`config.mk`:
```
export PLATFORM = sky130hd
export DESIGN_NAME = clkdiv_ctrl
export DESIGN_NICKNAME = d
export VERILOG_FILES = /design/src/rtl/clkdiv_pkg.sv /design/src/rtl/clkdiv_cfg_slot.sv /design/src/rtl/clkdiv_ctrl.sv
export SDC_FILE = /design/constraint.sdc
export NUM_CORES = 1
export LEC_CHECK = 0
export BUFFER_PORTS_ARGS = -buffer_cell sky130_fd_sc_hd__clkbuf_2
export CORE_ASPECT_RATIO = 2
export CORE_MARGIN = 3
export CORE_UTILIZATION = 53
export DETAILED_ROUTE_END_ITERATION = 6
export GPL_ROUTABILITY_DRIVEN = 0
export GPL_TIMING_DRIVEN = 0
export PLACE_DENSITY = 0.77
export SLEW_MARGIN = 20
export SYNTH_ARGS = -nofsm -noshare
export SYNTH_HDL_FRONTEND = slang
export SYNTH_SLANG_ARGS = --single-unit
```
`constraint.sdc`:
```
create_clock -name clk -period 2.1 [get_ports clk]
set_input_delay 0.42 -clock clk [delete_from_list [all_inputs] [get_ports clk]]
set_output_delay 0.42 -clock clk [all_outputs]
set_load 0.02 [all_outputs]
```
`src/rtl/clkdiv_pkg.sv`:
```
// Shared types and constants for the programmable clock-enable generator.
package clkdiv_pkg;

  typedef enum logic [1:0] {
    ST_IDLE = 2'd0,
    ST_HIGH = 2'd1,
    ST_LOW  = 2'd2
  } clkdiv_state_t;

  localparam int MIN_DIV = 2;

endpackage

```
`src/rtl/clkdiv_cfg_slot.sv`:
```
// One-entry holding register for an offered divisor; rejects illegal values
// and stays full until the FSM takes the divisor at a period boundary.
module clkdiv_cfg_slot
  import clkdiv_pkg::*;
#(
  parameter int CNT_WIDTH = 8
) (
  input  logic                 clk,
  input  logic                 rst,
  input  logic                 cfg_valid,
  input  logic [CNT_WIDTH-1:0] cfg_div,
  input  logic                 take,
  output logic                 cfg_ready,
  output logic                 cfg_err,
  output logic                 pend_v,
  output logic [CNT_WIDTH-1:0] pend_div
);

  logic accept;
  logic legal;

  assign cfg_ready = !pend_v;
  assign accept    = cfg_valid && cfg_ready;
  assign legal     = (cfg_div >= CNT_WIDTH'(MIN_DIV));

  // take only fires while pend_v is set, accept only while it is clear,
  // so the two never collide.
  always_ff @(posedge clk or posedge rst) begin
    if (rst) begin
      pend_v   <= 1'b0;
      pend_div <= '0;
      cfg_err  <= 1'b0;
    end else begin
      cfg_err <= accept && !legal;
      if (accept && legal) begin
        pend_div <= cfg_div;
        pend_v   <= 1'b1;
      end else if (take) begin
        pend_v <= 1'b0;
      end
    end
  end

endmodule

```
`src/rtl/clkdiv_ctrl.sv`:
```
// Programmable square-wave divider with a tick on each rising edge; divisor
// updates land only on period boundaries so no period is ever shortened.
module clkdiv_ctrl
  import clkdiv_pkg::*;
#(
  parameter int CNT_WIDTH   = 8,
  parameter int DEFAULT_DIV = 100
) (
  input  logic                 clk,
  input  logic                 rst,
  input  logic                 en,
  input  logic                 cfg_valid,
  input  logic [CNT_WIDTH-1:0] cfg_div,
  output logic                 cfg_ready,
  output logic                 cfg_err,
  output logic                 divclk,
  output logic                 tick,
  output logic                 busy
);

  clkdiv_state_t        state;
  logic [CNT_WIDTH-1:0] cnt;
  logic [CNT_WIDTH-1:0] div_q;
  logic [CNT_WIDTH-1:0] pend_div;
  logic                 pend_v;
  logic                 take;
  logic [CNT_WIDTH:0]   half_hi;
  logic [CNT_WIDTH:0]   half_lo;
  logic                 hi_end;
  logic                 lo_end;

  // Extra bit keeps ceil(N/2) correct when N is the largest representable value.
  assign half_hi = ({1'b0, div_q} + (CNT_WIDTH+1)'(1)) >> 1;
  assign half_lo = {1'b0, div_q} >> 1;
  assign hi_end  = ({1'b0, cnt} == half_hi);
  assign lo_end  = ({1'b0, cnt} == half_lo);
  assign take    = pend_v && ((state == ST_IDLE) || ((state == ST_LOW) && lo_end));

  clkdiv_cfg_slot #(
    .CNT_WIDTH(CNT_WIDTH)
  ) u_cfg_slot (
    .clk      (clk),
    .rst      (rst),
    .cfg_valid(cfg_valid),
    .cfg_div  (cfg_div),
    .take     (take),
    .cfg_ready(cfg_ready),
    .cfg_err  (cfg_err),
    .pend_v   (pend_v),
    .pend_div (pend_div)
  );

  always_ff @(posedge clk or posedge rst) begin
    if (rst) begin
      state  <= ST_IDLE;
      div_q  <= CNT_WIDTH'(DEFAULT_DIV);
      cnt    <= CNT_WIDTH'(1);
      divclk <= 1'b0;
      tick   <= 1'b0;
      busy   <= 1'b0;
    end else begin
      tick <= 1'b0;
      if (take) div_q <= pend_div;
      case (state)
        ST_IDLE: begin
          if (en) begin
            state  <= ST_HIGH;
            divclk <= 1'b1;
            tick   <= 1'b1;
            busy   <= 1'b1;
            cnt    <= CNT_WIDTH'(1);
          end
        end
        ST_HIGH: begin
          if (hi_end) begin
            state  <= ST_LOW;
            divclk <= 1'b0;
            cnt    <= CNT_WIDTH'(1);
          end else begin
            cnt <= cnt + CNT_WIDTH'(1);
          end
        end
        ST_LOW: begin
          if (lo_end) begin
            cnt <= CNT_WIDTH'(1);
            if (en) begin
              state  <= ST_HIGH;
              divclk <= 1'b1;
              tick   <= 1'b1;
            end else begin
              state <= ST_IDLE;
              busy  <= 1'b0;
            end
          end else begin
            cnt <= cnt + CNT_WIDTH'(1);
          end
        end
        default: begin
          state  <= ST_IDLE;
          divclk <= 1'b0;
          busy   <= 1'b0;
          cnt    <= CNT_WIDTH'(1);
        end
      endcase
    end
  end

endmodule
```
==> summary.md <==
| Metric | Value |
|---|---|
| Most frequent cells in the layout | 23 x dfrtp_1, 18 x nand2_1, 16 x mux2_2, 16 x clkbuf_2, 8 x buf_4 |
| DRC | 0 |
| #FFs+latches synth | 31 |
| Final Hold Viols | 0 |
| Remaining antenna violation count | 0 |
| Post-Route M1 WL | 1454 um |
| DP Cell Count | between 200 and 250 |
| Crit path largest cell delay | between 0.5 and 0.6 ns |
| Detailed-router iteration count before antenna repair | 4 |
| Overflow after GRT | 0 |
| Synth Flop Type | dfrtp_1 |
| Largest net degree at the start of global routing | 32 |
| Yosys warnings | 0 |
| Worst hold path class | input port to asynchronous set/reset pin |
| Failing checks | negative setup slack |
| Power Density | roughly 1500 mW/mm^2 |
| Worst-Margin Slew | between 0.6 and 0.7 ns |
| Share of cells above drive strength 1 | about two fifths |
| Syn-to-layout area delta | 20.14% |
| DR vias | approximately 1500 |
| N_diodes | 0 |
| Worst R2R Setup Slack | -0.09 ns |
| Die height | approximately 90 um |
| Tot GR Track Use | around a quarter |
| Wire length on met3 | 120 um |
| WL/cell | approximately 19 um |
| CTS Root Cell | clkbuf_8 |
| Mux cell area share after synthesis | 11.07% |
| Initial antenna violation count | 0 |
| CP Capture Type | register |
| Asr flop ratio synth | 100.0% |
| Crit path required time | 2.29 ns |
| IO Port Bufs | 16 |
| Met2 WL | around 2700 um |
| Die ar. | ~0.0042 mm^2 |
| CTS tree | done |
| Latest clock arrival within the worst-skew pair | about 0.3 ns |
| Core ar. | between 0.003 and 0.004 mm^2 |
| Slack of the critical path | -0.08993 ns |
| Number of flops mapped to enable cells by yosys | 0 |
| Final Core Density | ~67% |
| R2r endpoint | divclk |
| Worst R2R Start | div_q[5] |
| FMAX | around 0.46 GHz |
| Uppermost layer routed | met4 |
| Post-cts hold buffer count | 0 |
| Syn avg cell area | 10.45 um^2 |
| Dpl hpwl | approximately 3000 um |
| Site Rows | 29 |
| Placed instance area | roughly 0.0019 mm^2 |
| Reg2Reg Depth | 6 |
| Startpoint types | register |
| Global-route wire length before repair | slightly below 7000 um |
| Maximum root-to-sink buffer count | 2 |
| Clk sinks | 31 |
| Post-synthesis cell type count | 47 |
| Synth Area in XOR/XNOR | about 4.4% |
| Fin crit share | 104.3% |
| Initial cell density of the core | 55.99% |
| Setup violations, final | 13 |
| Final #Nets | roughly 220 |
| Worst path slowest cell | dfstp_2 |
| Final Non-Filler Cells | 233 |
| Vias in the first global route | around 1600 |
| Synth Cell Area | ~0.0018 mm^2 |
| Largest family of logic cells by synthesized area | simple AND/OR/NAND/NOR gates |
| Mapped Cells | 173 |
| Max Cap Viol | 0 |
| Adder-Cell Fraction of Synth Area | 4.152% |
| Post-Synth Simple-Gate Area | between 10% and 20% |
| Max H-tree Level | 2 |
| DRT iter0 DRCs | 39 |
| Commonest non-fill, non-tap cell in the layout | dfrtp_1 |
| Register area share after synthesis | between 40% and 50% |
| Layout Skew | about 0.011 ns |
| Total chip power | around 3.2 mW |
| Pre-CTS setup slack | -0.2536 ns |
| Outcome | complete, but fails checks |
| Final instance area | approximately 0.0022 mm^2 |
| Vias per cell | about 6.3 |
| Complex-gate fraction of the synthesized area | between 10% and 20% |
| # IOs | 17 |
| Critical path data arrival time | between 2 and 2.5 ns |
| Crit-path max FO | 5 |
| Crit-path cells | nand3_2 > or3_4 > a2111oi_4 > buf_4 > a31oi_4 > o32a_1 |
| TritonCTS buffer count | 5 |
| Unrepaired setup endpoints after global routing | yes |
| Total Wirelength | around 4500 um |
| Die W | around 47 um |
| Critical path type | register to register |
| Clock transition at path regs | ~0.07 ns |
| Syn Nets | between 150 and 200 |
| Leakage power | just under 0.9 nW |
| Max_slew headroom | between 50% and 60% |
| Peak VDD IR | 0.001175 V |
| Fin. max-slew vios | 0 |
| Period minus WS final | 2.190 ns |
routing by layer:
layer  vias to the layer above  track usage (%)
met5                         -                0
met4                         0            13.60
met3                        15            4.073
met2                        40            42.42
met1                       738            22.92
li1                        682                -
synth_stat cells (3+ instances only):
| master | count | area (um^2) |
|---|---|---|
| nand2b_1 | 5 | 31.28 |
| nor2_1 | 7 | 26.28 |
| nand2_1 | 19 | 71.32 |
| dfstp_2 | 4 | 105.1 |
| o211ai_1 | 4 | 30.03 |
| nand3_1 | 6 | 30.03 |
| mux2_2 | 16 | 180.2 |
| a21oi_1 | 4 | 20.02 |
| o21ai_1 | 3 | 15.01 |
| dfrtp_1 | 27 | 675.7 |
| xnor2_1 | 7 | 61.31 |
| nor3_1 | 5 | 25.02 |
| inv_1 | 7 | 26.28 |
| ha_1 | 6 | 75.07 |
| o21ai_0 | 9 | 45.04 |
cell type report:
class | instances | area, um^2
Buffer | 1 | 3.754
Clock buffer | 7 | 96.34
Clock inverter | 1 | 7.507
Fill cell | 229 | 1057
Inverter | 7 | 26.28
Multi-Input combinational cell | 131 | 1074
Sequential cell | 31 | 785.8
Tap cell | 31 | 38.79
Timing Repair Buffer | 24 | 140.1
kinds of logic (layout without fill, tap and decap cells):
group	after synthesis	count (layout)
XOR/XNOR	9	9
AND/OR/NAND/NOR	60	60
adder cells (fa/ha/maj)	6	6
buffers and inverters	11	40
AO/OA/AOI/OAI	38	38
multiplexers	18	18
flip-flops	31	31
report_power, final:
part | leakage, nW | switching (mW) | internal (mW)
Combinational | 0.446 | 0.818 | 0.731
Sequential | 0.375 | 0.266 | 0.865
Clock | 0.0505 | 0.239 | 0.298
Total | 0.871 | 1.32 | 1.89
repair_timing:
| action | in CTS | in global routing |
|---|---|---|
| gates resized for setup | 11 | 10 |
| setup endpoints to repair | 19 | 19 |
| hold endpoints to repair | 0 | 0 |
| pin swaps | 13 | 14 |
| setup buffers | 5 | 3 |
state kept, by name, indices dropped and copies added, names as in the netlist, 2 cells and up:
signal	count
state	2
u_cfg_slot.pend_div	8
div_q	8
cnt	8
stage by stage:
step	hold slack (ns)	TNS (ns)
after floorplan	0.4750	0
after global placement	0.4837	-1.914
after detailed placement	0.4866	-3.147
after CTS	0.3773	-0.7041
after global routing	0.2249	-2.340
final	0.1839	-0.7386
how the worst max path moves through the flow:
stage	start	to	cells past startpoint
2_1_floorplan	div_q[2]	divclk	6
3_3_place_gp	cnt[0]	div_q[3]	7
3_5_place_dp	cnt[0]	div_q[3]	7
4_1_cts	div_q[2]	cnt[4]	7
5_1_grt	div_q[5]	cnt[6]	7
6_report	div_q[5]	divclk	6
critical path, delay by kind of cell, from the launching register on:
kind / cells / cell delay, ns
compound gates: 3 / 0.77
buf+inv: 1 / 0.20
flops: 1 / 0.59
simple gates: 2 / 0.53
Power figures use the tool's default switching activity.
